$ cat src/rtl/mux_arbiter_pkg.sv
// Shared definitions for the two-requester round-robin mux arbiter.
//   arb_state_t : arbiter FSM states (idle, A owns channel, B owns channel)
//   last_t      : which requester most recently gave up the channel
//   SEL_A/SEL_B : mux select encodings (1 routes A, 0 routes B)
//   idle_pick   : tie-break helper used when the channel is free
package mux_arbiter_pkg;

    typedef enum logic [1:0] {
        IDLE  = 2'd0,
        GNT_A = 2'd1,
        GNT_B = 2'd2
    } arb_state_t;

    typedef enum logic {
        LAST_B = 1'b0,
        LAST_A = 1'b1
    } last_t;

    localparam logic SEL_A = 1'b1;
    localparam logic SEL_B = 1'b0;

    // Picks the next owner of a free channel. On a tie the requester
    // that did not hold the channel most recently wins.
    function automatic arb_state_t idle_pick(input logic a_valid,
                                             input logic b_valid,
                                             input last_t last);
        arb_state_t pick;
        pick = IDLE;
        if (a_valid && b_valid) begin
            pick = (last == LAST_A) ? GNT_B : GNT_A;
        end else if (a_valid) begin
            pick = GNT_A;
        end else if (b_valid) begin
            pick = GNT_B;
        end
        return pick;
    endfunction

endpackage

$ cat src/rtl/mux_arbiter_parts.sv
// Building blocks used by mux_arbiter.
//
// burst_counter: counts accepted beats within one grant.
//   clk, rst_n : clock, asynchronous active-low reset
//   clear      : return count to zero (wins over inc)
//   inc        : add one accepted beat
//   count      : beats accepted so far in this grant
//   tc         : count has reached MAX_BURST-1 (next beat ends the burst)
//
// mux2: single-bit 2:1 mux, y = sel ? a : b.
module burst_counter #(
    parameter int MAX_BURST = 4,
    parameter int CW        = $clog2(MAX_BURST + 1)
) (
    input  logic          clk,
    input  logic          rst_n,
    input  logic          clear,
    input  logic          inc,
    output logic [CW-1:0] count,
    output logic          tc
);

    // Beat counter; clear has priority so a burst-ending beat restarts at zero.
    always_ff @(posedge clk or negedge rst_n) begin
        if (!rst_n) begin
            count <= '0;
        end else if (clear) begin
            count <= '0;
        end else if (inc) begin
            count <= count + CW'(1);
        end
    end

    assign tc = (count == CW'(MAX_BURST - 1));

endmodule

module mux2 (
    input  logic a,
    input  logic b,
    input  logic sel,
    output logic y
);

    assign y = sel ? a : b;

endmodule

$ cat src/rtl/mux_arbiter.sv
// Round-robin arbiter sharing one 2:1 data mux between two valid/ready
// requesters. The owner keeps the channel for up to MAX_BURST accepted
// beats, then the other requester gets it if it is waiting.
//   clk, rst_n          : clock, asynchronous active-low reset
//   a_data/a_valid/a_ready : requester A handshake
//   b_data/b_valid/b_ready : requester B handshake
//   out_data/out_valid/out_ready : downstream consumer handshake
//   sel                 : registered mux select (1 = A)
//   gnt_a, gnt_b        : A / B currently owns the channel
module mux_arbiter
    import mux_arbiter_pkg::*;
#(
    parameter int WIDTH     = 8,
    parameter int MAX_BURST = 4
) (
    input  logic             clk,
    input  logic             rst_n,
    input  logic [WIDTH-1:0] a_data,
    input  logic             a_valid,
    output logic             a_ready,
    input  logic [WIDTH-1:0] b_data,
    input  logic             b_valid,
    output logic             b_ready,
    output logic [WIDTH-1:0] out_data,
    output logic             out_valid,
    input  logic             out_ready,
    output logic             sel,
    output logic             gnt_a,
    output logic             gnt_b
);

    localparam int CW = $clog2(MAX_BURST + 1);

    arb_state_t    state;
    arb_state_t    state_next;
    last_t         last;
    last_t         last_next;
    logic          sel_next;
    logic          cnt_clear;
    logic          cnt_inc;
    logic          cnt_tc;
    logic [CW-1:0] count;

    logic          owner_valid;
    logic          other_valid;
    arb_state_t    other_state;
    logic          other_sel;
    last_t         owner_id;
    logic          beat;

    assign gnt_a = (state == GNT_A);
    assign gnt_b = (state == GNT_B);

    // Readies depend only on the registered grant and out_ready, never on valid.
    assign a_ready   = gnt_a & out_ready;
    assign b_ready   = gnt_b & out_ready;
    assign out_valid = (gnt_a & a_valid) | (gnt_b & b_valid);
    assign beat      = out_valid & out_ready;

    // Owner/other views of the requesters so both grant states share one rule set.
    always_comb begin
        owner_valid = 1'b0;
        other_valid = 1'b0;
        other_state = IDLE;
        other_sel   = SEL_B;
        owner_id    = LAST_B;
        if (state == GNT_A) begin
            owner_valid = a_valid;
            other_valid = b_valid;
            other_state = GNT_B;
            other_sel   = SEL_B;
            owner_id    = LAST_A;
        end else if (state == GNT_B) begin
            owner_valid = b_valid;
            other_valid = a_valid;
            other_state = GNT_A;
            other_sel   = SEL_A;
            owner_id    = LAST_B;
        end
    end

    // Arbitration state, last-releaser memory and mux select registers.
    always_ff @(posedge clk or negedge rst_n) begin
        if (!rst_n) begin
            state <= IDLE;
            last  <= LAST_B;
            sel   <= SEL_B;
        end else begin
            state <= state_next;
            last  <= last_next;
            sel   <= sel_next;
        end
    end

    // Next-state rules: a dropped owner valid releases the channel, a
    // burst-ending beat hands over only if the other side is waiting,
    // and a stalled beat simply holds everything.
    always_comb begin
        state_next = state;
        last_next  = last;
        sel_next   = sel;
        cnt_clear  = 1'b0;
        cnt_inc    = 1'b0;
        case (state)
            IDLE: begin
                state_next = idle_pick(a_valid, b_valid, last);
                if (state_next != IDLE) begin
                    cnt_clear = 1'b1;
                    sel_next  = (state_next == GNT_A) ? SEL_A : SEL_B;
                end
            end
            GNT_A, GNT_B: begin
                if (!owner_valid) begin
                    cnt_clear = 1'b1;
                    last_next = owner_id;
                    if (other_valid) begin
                        state_next = other_state;
                        sel_next   = other_sel;
                    end else begin
                        state_next = IDLE;
                    end
                end else if (beat && cnt_tc) begin
                    cnt_clear = 1'b1;
                    if (other_valid) begin
                        state_next = other_state;
                        sel_next   = other_sel;
                        last_next  = owner_id;
                    end
                end else if (beat) begin
                    cnt_inc = 1'b1;
                end
            end
            default: begin
                state_next = IDLE;
            end
        endcase
    end

    burst_counter #(
        .MAX_BURST (MAX_BURST),
        .CW        (CW)
    ) u_counter (
        .clk   (clk),
        .rst_n (rst_n),
        .clear (cnt_clear),
        .inc   (cnt_inc),
        .count (count),
        .tc    (cnt_tc)
    );

    // Datapath: one 2:1 mux per data bit, steered by the registered select.
    for (genvar i = 0; i < WIDTH; i++) begin : g_mux
        mux2 u_mux (
            .a   (a_data[i]),
            .b   (b_data[i]),
            .sel (sel),
            .y   (out_data[i])
        );
    end

endmodule

$ cat config.mk
export PLATFORM = sky130hd
export DESIGN_NAME = mux_arbiter
export DESIGN_NICKNAME = d
export VERILOG_FILES = /design/src/rtl/mux_arbiter_pkg.sv /design/src/rtl/mux_arbiter_parts.sv /design/src/rtl/mux_arbiter.sv
export SDC_FILE = /design/constraint.sdc
export NUM_CORES = 1
export LEC_CHECK = 0
export CAP_MARGIN = 0
export CORE_ASPECT_RATIO = 0.7
export CORE_MARGIN = 3
export CORE_UTILIZATION = 41
export DETAILED_ROUTE_END_ITERATION = 10
export PLACE_DENSITY = 0.77
export SETUP_SLACK_MARGIN = 0.1
export SLEW_MARGIN = 40
export SYNTH_ARGS = -nofsm -noshare
export SYNTH_HDL_FRONTEND = slang
export SYNTH_SLANG_ARGS = --single-unit
$ cat constraint.sdc
create_clock -name clk -period 2.1 [get_ports clk]
set_input_delay 0.42 -clock clk [delete_from_list [all_inputs] [get_ports clk]]
set_output_delay 0.42 -clock clk [all_outputs]
set_load 0.01 [all_outputs]
==> impl_metrics.tcl, run 1 <==
set metrics [dict create \
    grt_remaining_overflow 0 \
    worstPathCellList "mux2_2 > clkdlybuf4s50_1" \
    start_kind "flip-flop" \
    wire_per_inst_um 14.2 \
    core_area_um2 1700 \
    drive_gt1_share_pct 24.2 \
    grt_max_degree 11 \
    ys_ff_latch 7 \
    r2r_setup_slack_ns 0.24 \
    crit_type "flip-flop to output port" \
    final_cells 141 \
    clk_pin_slew_worst_paths_ns 0.05 \
    drt_pass1_iterations 4 \
    num_rows 12 \
    grt_pass1_vias 646 \
    critPathArrivalTime_ns 1.58 \
    hold_class "input port to asynchronous set/reset pin" \
    clock_path_buffers 2 \
    ir_drop_v 0.000756 \
    rsz0062_at_grt "yes" \
    period_minus_slack_ns 2.00 \
    ant_nets 0 \
    fin_setup_tns_ns 0 \
    syn-num-nets 115 \
    area_delta_synth_final_pct 47.7 \
    antenna_found_initial 0 \
    period_share_pct 95.1 \
    yosysUniqueCellTypes 35 \
    setup_viol 0 \
    die_area_um2 2500 \
    p_leak_nw 0.542 \
    worstSkewPairLatency_ns 0.25 \
    place_congestion 0.869 \
    clock_sinks 7 \
    synth_area_per_cell_um2 9.00 \
    numCtsBuffers 3 \
    drc 0 \
    avgViaCountPerCell 5.31 \
    grt_pass1_wl_um 3080 \
    netlist_area_um2 792 \
    postCtsHoldBufs 0 \
    final_area_um2 1170 \
    syn_inst 88 \
    post-place-cells 134 \
    ys_seq_area_share_pct 22.1 \
    slew_headroom_pct 77.6 \
    power_density_nw_per_um2 1080 \
    final_common_cell "clkdlybuf4s50_1" \
    dp_hpwl_um 1590 \
    max_stage_delay_ns 0.49 \
    fmax_mhz 501 \
    end_kind "output port" \
    cap_violations 0 \
    reg2reg_from "state[1]" \
    yosys_warnings 0 \
    layout_common_cells "clkdlybuf4s50_1 (30), mux2_2 (8), buf_4 (8), nand2_1 (6), dfrtp_1 (6)" \
    die_x_um 58.5 \
    port-buffer-count 34 \
    wirelength_um 2010 \
    start_util_pct 46.7 \
    cts_max_level 1 \
    root_buffer "clkbuf_4" \
    vias 749 \
    fin_skew_ns 0.00422 \
    diodes 0 \
    holdWs_ns 0.431 \
    drt_iter0_markers 23 \
    hold_violations 0 \
    drv_slew 0 \
    track_usage_pct 16.0 \
    io_pins 35 \
    critPathMaxFanout 10 \
    dieHeight_um 42.8 \
    cpMaxStageDelayCell "clkdlybuf4s50_1" \
    max_slew.worst_pin.slew_ns 0.335 \
    crit_start "sel" \
    total_power_mw 1.26 \
    critical_path_required_ns 1.68 \
    final_nets 148 \
    place_area_um2 1100 \
    cts_tree "yes" \
    status "complete, no violations" \
]
[layout make-up]
type	instances	area (um2)
Clock buffer	4	26.3
Multi-Input combinational cell	62	523
Inverter	5	18.8
Fill cell	137	527
Sequential cell	7	176
Tap cell	21	26.3
Timing Repair Buffer	42	399
[registers in the layout (all words and copies together) (netlist names)]
signal           count
last                 1
sel                  1
u_counter.count      3
state                2
[kinds of logic (layout without fill, tap and decap cells)]
| group | after synthesis | in the layout | share of synthesized area [%] |
|---|---|---|---|
| simple gates | 23 | 23 | 16.9 |
| compound gates | 19 | 19 | 17.4 |
| buf+inv | 19 | 51 | 15.0 |
| mux | 12 | 12 | 16.7 |
| fa+ha+maj | 7 | 7 | 10.7 |
| flops | 7 | 7 | 22.1 |
| xor+xnor | 1 | 1 | 1.11 |
[synthesized netlist by cell type, drive strengths merged]
cell	count	area share (%)
a22oi	2	1.9
a21oi	5	3.6
nand2b	1	0.79
a221o	1	1.3
and3b	1	1.1
mux2i	2	2.5
mux2	10	14
a211oi	1	0.95
ha	6	9.5
and2	4	3.3
xnor2	1	1.1
nand2	6	2.8
clkbuf	1	0.47
o211ai	1	0.95
nor2	5	2.4
o32ai	1	2.1
nand3b	2	3.5
buf	13	12
a21o	1	0.95
a31oi	3	2.4
and3	1	0.95
o21ai	1	0.63
o31ai	2	1.9
dfrtp	7	22
o22ai	1	0.79
inv	5	2.4
nor3	2	1.3
nor2b	1	0.79
maj3	1	1.3
[where the power goes]
group / internal, mW / leakage [nW] / switching [mW]
Combinational: 0.479 / 0.436 / 0.417
Clock: 0.0725 / 0.0150 / 0.0500
Sequential: 0.179 / 0.0910 / 0.0632
[metal layers]
| metal | track usage (%) | vias up | share of wire [%] |
|---|---|---|---|
| met4 | 2.78 | 0 | 0.55 |
| met3 | 4.86 | 3 | 8.4 |
| met2 | 24.5 | 29 | 47 |
| li1 | - | 370 | - |
| met5 | 0 | - | 0 |
| met1 | 22.2 | 347 | 44 |
[metrics by stage]
stage                     utilization (%)  worst slack, ns
after floorplan                         -            0.384
after global placement               64.6           0.0638
after detailed placement             64.6           0.0652
after CTS                            68.8           0.0861
after global routing                 69.0           0.0383
final                                69.0            0.103
[critical path: cells and delay by family, from the launching register on]
kind	cells	cell delay [ns]
flops	1	0.48
mux	1	0.36
buf+inv	1	0.49
[path summary, 6_finish.rpt]
kind / endpoint / depth (start not counted)
min in group clk: last / 2
worst min-delay path: last / 1
max in group asynchronous: sel / 1
worst min register to register: last / 2
worst max register to register: state[1] / 5
worst max-delay path: out_data[0] / 2
[what timing repair did]
item | CTS | global route
endpoints found under the hold margin | 0 | 0
pin swaps | 0 | 0
gates resized for setup | 10 | 1
setup buffers | 3 | 0
endpoints found under the setup margin | 13 | 9
Power figures use the tool's default switching activity.
==> run 2: changes to the inputs <==
--- a/config.mk
+++ b/config.mk
@@ -6,7 +6,7 @@
 export NUM_CORES = 1
 export LEC_CHECK = 0
 export CAP_MARGIN = 0
-export CORE_ASPECT_RATIO = 0.7
+export CORE_ASPECT_RATIO = 0.75
 export CORE_MARGIN = 3
 export CORE_UTILIZATION = 41
 export DETAILED_ROUTE_END_ITERATION = 10
==> run 2 against run 1 <==
Against the previous run:
- largest cell class unchanged
- via count fell by 1.2%
- first-iteration DRC count fell by 43%
- highest routed layer is now met3
- largest power group unchanged
- count of clock-buffer cells in the layout did not move
- die area fell by 0.11%
==> impl_metrics.tcl, run 2 (same netlist as run 1, synthesis figures left out) <==
set metrics [dict create \
    status "complete, no violations" \
    ir_drop_v 0.00104 \
    setup_viol 0 \
    reg2reg_from "state[0]" \
    grt_remaining_overflow 0 \
    crit_start "state[0]" \
    wire_per_inst_um 14.6 \
    postCtsHoldBufs 0 \
    grt_pass1_vias 728 \
    die_x_um 56.8 \
    cap_violations 0 \
    seq_power_share_pct 16.3 \
    ant_nets 0 \
    core_area_um2 1770 \
    clock_path_buffers 2 \
    clock_sinks 7 \
    power_density_nw_per_um2 1060 \
    post-place-cells 138 \
    avgViaCountPerCell 5.10 \
    drv_slew 0 \
    grt_max_degree 12 \
    r2r-end "state[0]" \
    p_leak_nw 0.637 \
    r2r_setup_slack_ns 0.11 \
    reg2reg_depth 6 \
    sw_frac_of_total_pct 42.3 \
    port-buffer-count 34 \
    start_util_pct 44.7 \
    critical_path_required_ns 2.23 \
    cts_max_level 1 \
    rsz0062_at_grt "yes" \
    antenna_found_initial 0 \
    drc 0 \
    fmax_mhz 503 \
    clock_power_share_pct 9.6 \
    start_kind "flip-flop" \
    top_regs "u_counter.count x3, state x2" \
    place_congestion 0.784 \
    fin_setup_tns_ns 0 \
    dieHeight_um 44.1 \
    wirelength_um 2110 \
    critPathArrivalTime_ns 2.12 \
    switching_power_mw 0.538 \
    clk_pin_slew_worst_paths_ns 0.05 \
    end_kind "flip-flop" \
    root_buffer "clkbuf_4" \
    diodes 0 \
    hold_violations 0 \
    crit_type "flip-flop to flip-flop" \
    period_share_pct 94.7 \
    final_common_cell "clkdlybuf4s50_1" \
    io_pins 35 \
    drt_pass1_iterations 4 \
    cts_tree "yes" \
    drt_iter0_markers 13 \
    hold_class "input port to asynchronous set/reset pin" \
    crit_path_end "state[0]" \
    largest_reg_flops 3 \
    drive_gt1_share_pct 24.4 \
    p_int_mw 0.735 \
    area_delta_synth_final_pct 51.7 \
    layout_common_cells "clkdlybuf4s50_1 (21), buf_4 (11), dlymetal6s2s_1 (9), mux2_2 (8), dfrtp_1 (7)" \
    max_slew.worst_pin.slew_ns 0.341 \
    period_minus_slack_ns 1.99 \
    track_usage_pct 17.1 \
    final_util_pct 67.7 \
    fin_skew_ns 0.00361 \
    slew_headroom_pct 77.2 \
    worstSkewPairLatency_ns 0.25 \
    numCtsBuffers 3 \
    grt_pass1_wl_um 3300 \
    num_rows 13 \
    final_nets 151 \
    pwr-share-comb_pct 74.2 \
    final_cells 145 \
    critPathMaxFanout 11 \
    dp_hpwl_um 1650 \
    vias 740 \
    max_flop_register "u_counter.count" \
    die_area_um2 2500 \
]
run 2: cell types whose count changed in the layout (fill, tap and decap cells not counted), sizes merged:
| cell | delta |
|---|---|
| buf | +3 |
| dlygate4sd2 | +1 |
| clkdlybuf4s50 | -9 |
| dlymetal6s2s | +8 |
run 2: timing repair:
action | CTS | global route
buffers inserted | 2 | 1
pin swaps | 0 | 0
resized for setup | 7 | 10
endpoints found under the setup margin | 7 | 9
run 2: worst min-delay path by stage:
stage | end | slack, ns
2_1_floorplan | last | 0.12
3_3_place_gp | last | 0.51
3_5_place_dp | last | 0.51
4_1_cts | state[0] | 0.44
5_1_grt | last | 0.44
6_report | state[0] | 0.43
run 2: layout make-up:
class	count	area (um2)
Clock buffer	4	26.3
Fill cell	138	572
Inverter	5	18.8
Multi-Input combinational cell	62	513
Sequential cell	7	175
Tap cell	22	27.5
Timing Repair Buffer	45	440
run 2: power by group through the flow:
stage / registers [mW] / clock network [mW] / logic, mW
finish: 0.207 / 0.122 / 0.944
global route: 0.211 / 0.132 / 1.02
CTS: 0.206 / 0.125 / 0.934
detailed placement: 0.209 / 0 / 0.899
global placement: 0.206 / 0 / 0.877
floorplan: 0.210 / 0 / 0.597
run 2: layer usage:
metal / GRT usage (%) / part of all wire [%] / vias up
li1: - / - / 376
met1: 24.2 / 46 / 348
met2: 28.6 / 50 / 16
met3: 0.875 / 3.8 / 0
met4: 5.56 / 0 / 0
met5: 0 / 0 / -
run 2: through the flow:
| stage | setup slack, ns | power [mW] | cell area (um2) | hold WS, ns |
|---|---|---|---|---|
| finish | 0.111 | 1.27 | 1200 | 0.433 |
| global route | 0.0814 | 1.37 | 1200 | 0.442 |
| CTS | 0.00301 | 1.26 | 1170 | 0.441 |
| detailed placement | 0.0580 | 1.11 | 1120 | 0.512 |
| global placement | 0.0685 | 1.08 | 1120 | 0.506 |
| floorplan | 0.384 | 0.807 | 792 | 0.124 |
run 2: worst max-delay path: stages, from the launching register on:
cell and delay [ns]:
dfrtp_1 0.41, buf_4 0.16, ha_2 0.20, buf_4 0.18
nand3b_4 0.16, a221o_1 0.42, mux2_1 0.34
==> run 3: changes to the inputs <==
--- a/config.mk
+++ b/config.mk
@@ -16,3 +16,4 @@
 export SYNTH_ARGS = -nofsm -noshare
 export SYNTH_HDL_FRONTEND = slang
 export SYNTH_SLANG_ARGS = --single-unit
+export TNS_END_PERCENT = 30
==> run 3 against run 2 <==
Against the previous run:
- total power fell by 3.9%
- sequential power rose by 3%
- clock power barely moved
- register-to-register slack improved by 0.08 ns
- count of clock-buffer cells in the layout did not move
- largest power group unchanged
- critical path depth fell by 3
- sequential share of layout area rose by 0.57 points
- first-iteration DRC count rose by 54%
- final cell count fell by 2.1%
- largest cell class unchanged
- via count fell by 2.6%
==> impl_metrics.tcl, run 3 (same netlist as run 1, synthesis figures left out) <==
set metrics [dict create \
    cts_tree "yes" \
    use_met3_pct 0.875 \
    numCtsBuffers 3 \
    final_nets 148 \
    seqCellArea_um2 175 \
    drive_gt1_share_pct 22.5 \
    top_regs "u_counter.count x3, state x2" \
    core_area_um2 1770 \
    multi_input_area_um2 513 \
    setup_viol 0 \
    largest_reg_flops 3 \
    area_delta_synth_final_pct 46.0 \
    end_kind "output port" \
    slew_headroom_pct 76.9 \
    clock_path_buffers 2 \
    critPathMaxFanout 1 \
    fillers 144 \
    drc 0 \
    reg2reg_from "state[1]" \
    power_density_nw_per_um2 1060 \
    layout_common_cells "clkdlybuf4s50_1 (27), mux2_2 (8), buf_4 (8), dfrtp_1 (7)" \
    gr-usage-met1_pct 23.5 \
    final_area_um2 1160 \
    ant_nets 0 \
    vias 721 \
    clk_pin_slew_worst_paths_ns 0.05 \
    final_util_pct 65.2 \
    critical_path_required_ns 1.68 \
    avgViaCountPerCell 5.08 \
    ir_drop_v 0.00103 \
    period_minus_slack_ns 1.98 \
    num_rows 13 \
    p_leak_nw 0.542 \
    start_util_pct 44.7 \
    dieHeight_um 44.1 \
    status "complete, no violations" \
    final_common_cell "clkdlybuf4s50_1" \
    grt_remaining_overflow 0 \
    root_buffer "clkbuf_4" \
    grt_pass1_wl_um 3160 \
    critPathArrivalTime_ns 1.56 \
    hold_class "input port to asynchronous set/reset pin" \
    fin_ws_ns 0.118 \
    clock_sinks 7 \
    period_share_pct 94.4 \
    r2r_setup_slack_ns 0.19 \
    fin_skew_ns 0.00320 \
    die_area_um2 2500 \
    place_area_um2 1120 \
    worstSkewPairLatency_ns 0.25 \
    drv_slew 0 \
    drt_pass1_iterations 4 \
    track_usage_pct 16.4 \
    rsz0062_at_grt "yes" \
    pre_cts_ws_ns 0.0580 \
    hold_violations 0 \
    drt_iter0_markers 20 \
    dp_hpwl_um 1650 \
    fmax_mhz 505 \
    place_congestion 0.784 \
    crit_type "input port to output port" \
    port-buffer-count 34 \
    diodes 0 \
    r2r-end "state[0]" \
    wirelength_um 1960 \
    start_kind "input port" \
    max_slew.worst_pin.slew_ns 0.346 \
    fin_setup_tns_ns 0 \
    cap_violations 0 \
    die_x_um 56.8 \
    io_pins 35 \
    grt_pass1_vias 707 \
    wire_per_inst_um 13.8 \
    max_flop_register "u_counter.count" \
    grtUsageMet2_pct 27.0 \
    reg2reg_depth 6 \
    top_usage_layer "met2" \
    cts_max_level 1 \
    grt_max_degree 12 \
    antenna_found_initial 0 \
]
## run 3: cell types whose count changed in the layout (fill, tap and decap cells not counted), sizes merged
cell,delta
dlymetal6s2s,-8
clkdlybuf4s50,+6
buf,-3
dlygate4sd2,+2
## run 3: worst max-delay path by stage
stage,startpoint,endpoint,slack (ns),cells after the start
3_3_place_gp,a_valid,out_valid,0.07,4
4_1_cts,a_data[1],out_data[1],0.11,3
5_1_grt,sel,out_data[0],0.06,3
2_1_floorplan,state[0],state[0],0.38,6
3_5_place_dp,b_valid,state[0],0.06,5
6_report,a_data[1],out_data[1],0.12,3
## run 3: stage by stage
step | cells | hold slack (ns) | power, mW
3_3_place_gp | 138 | 0.506 | 1.08
3_5_place_dp | 138 | 0.512 | 1.11
2_1_floorplan | 88 | 0.124 | 0.807
6_report | 142 | 0.434 | 1.22
5_1_grt | 142 | 0.442 | 1.32
4_1_cts | 142 | 0.441 | 1.23
## run 3: worst max-delay path, cell delays in order
cell and delay (ns):
clkdlybuf4s50_1 0.40, mux2_2 0.26, clkdlybuf4s50_1 0.48
## run 3: power by group
group          total (mW)  switching (mW)  internal [mW]  leakage (nW)
clock network       0.121          0.0484         0.0724        0.0150
registers           0.213          0.0356          0.177        0.0917
logic               0.890           0.433          0.457         0.435
total                1.22           0.517          0.707         0.542
## run 3: routing by layer
layer	vias up	wire length, um
met5	-	0
met4	0	0
met3	0	79
met2	13	972
li1	369	-
met1	339	903
## run 3: area by class of cell
type	instances	share of cell area [%]
sequential	7	15.2
inverter	5	1.62
tap	22	2.38
timing repair buffer	42	34.2
multi-input combinational	62	44.4
clock buffer	4	2.27
## run 3: what timing repair did
action | CTS | global route
endpoints found under the setup margin | 7 | 6
setup buffers | 0 | 0
resized for setup | 10 | 1
hold buffers | 0 | 0
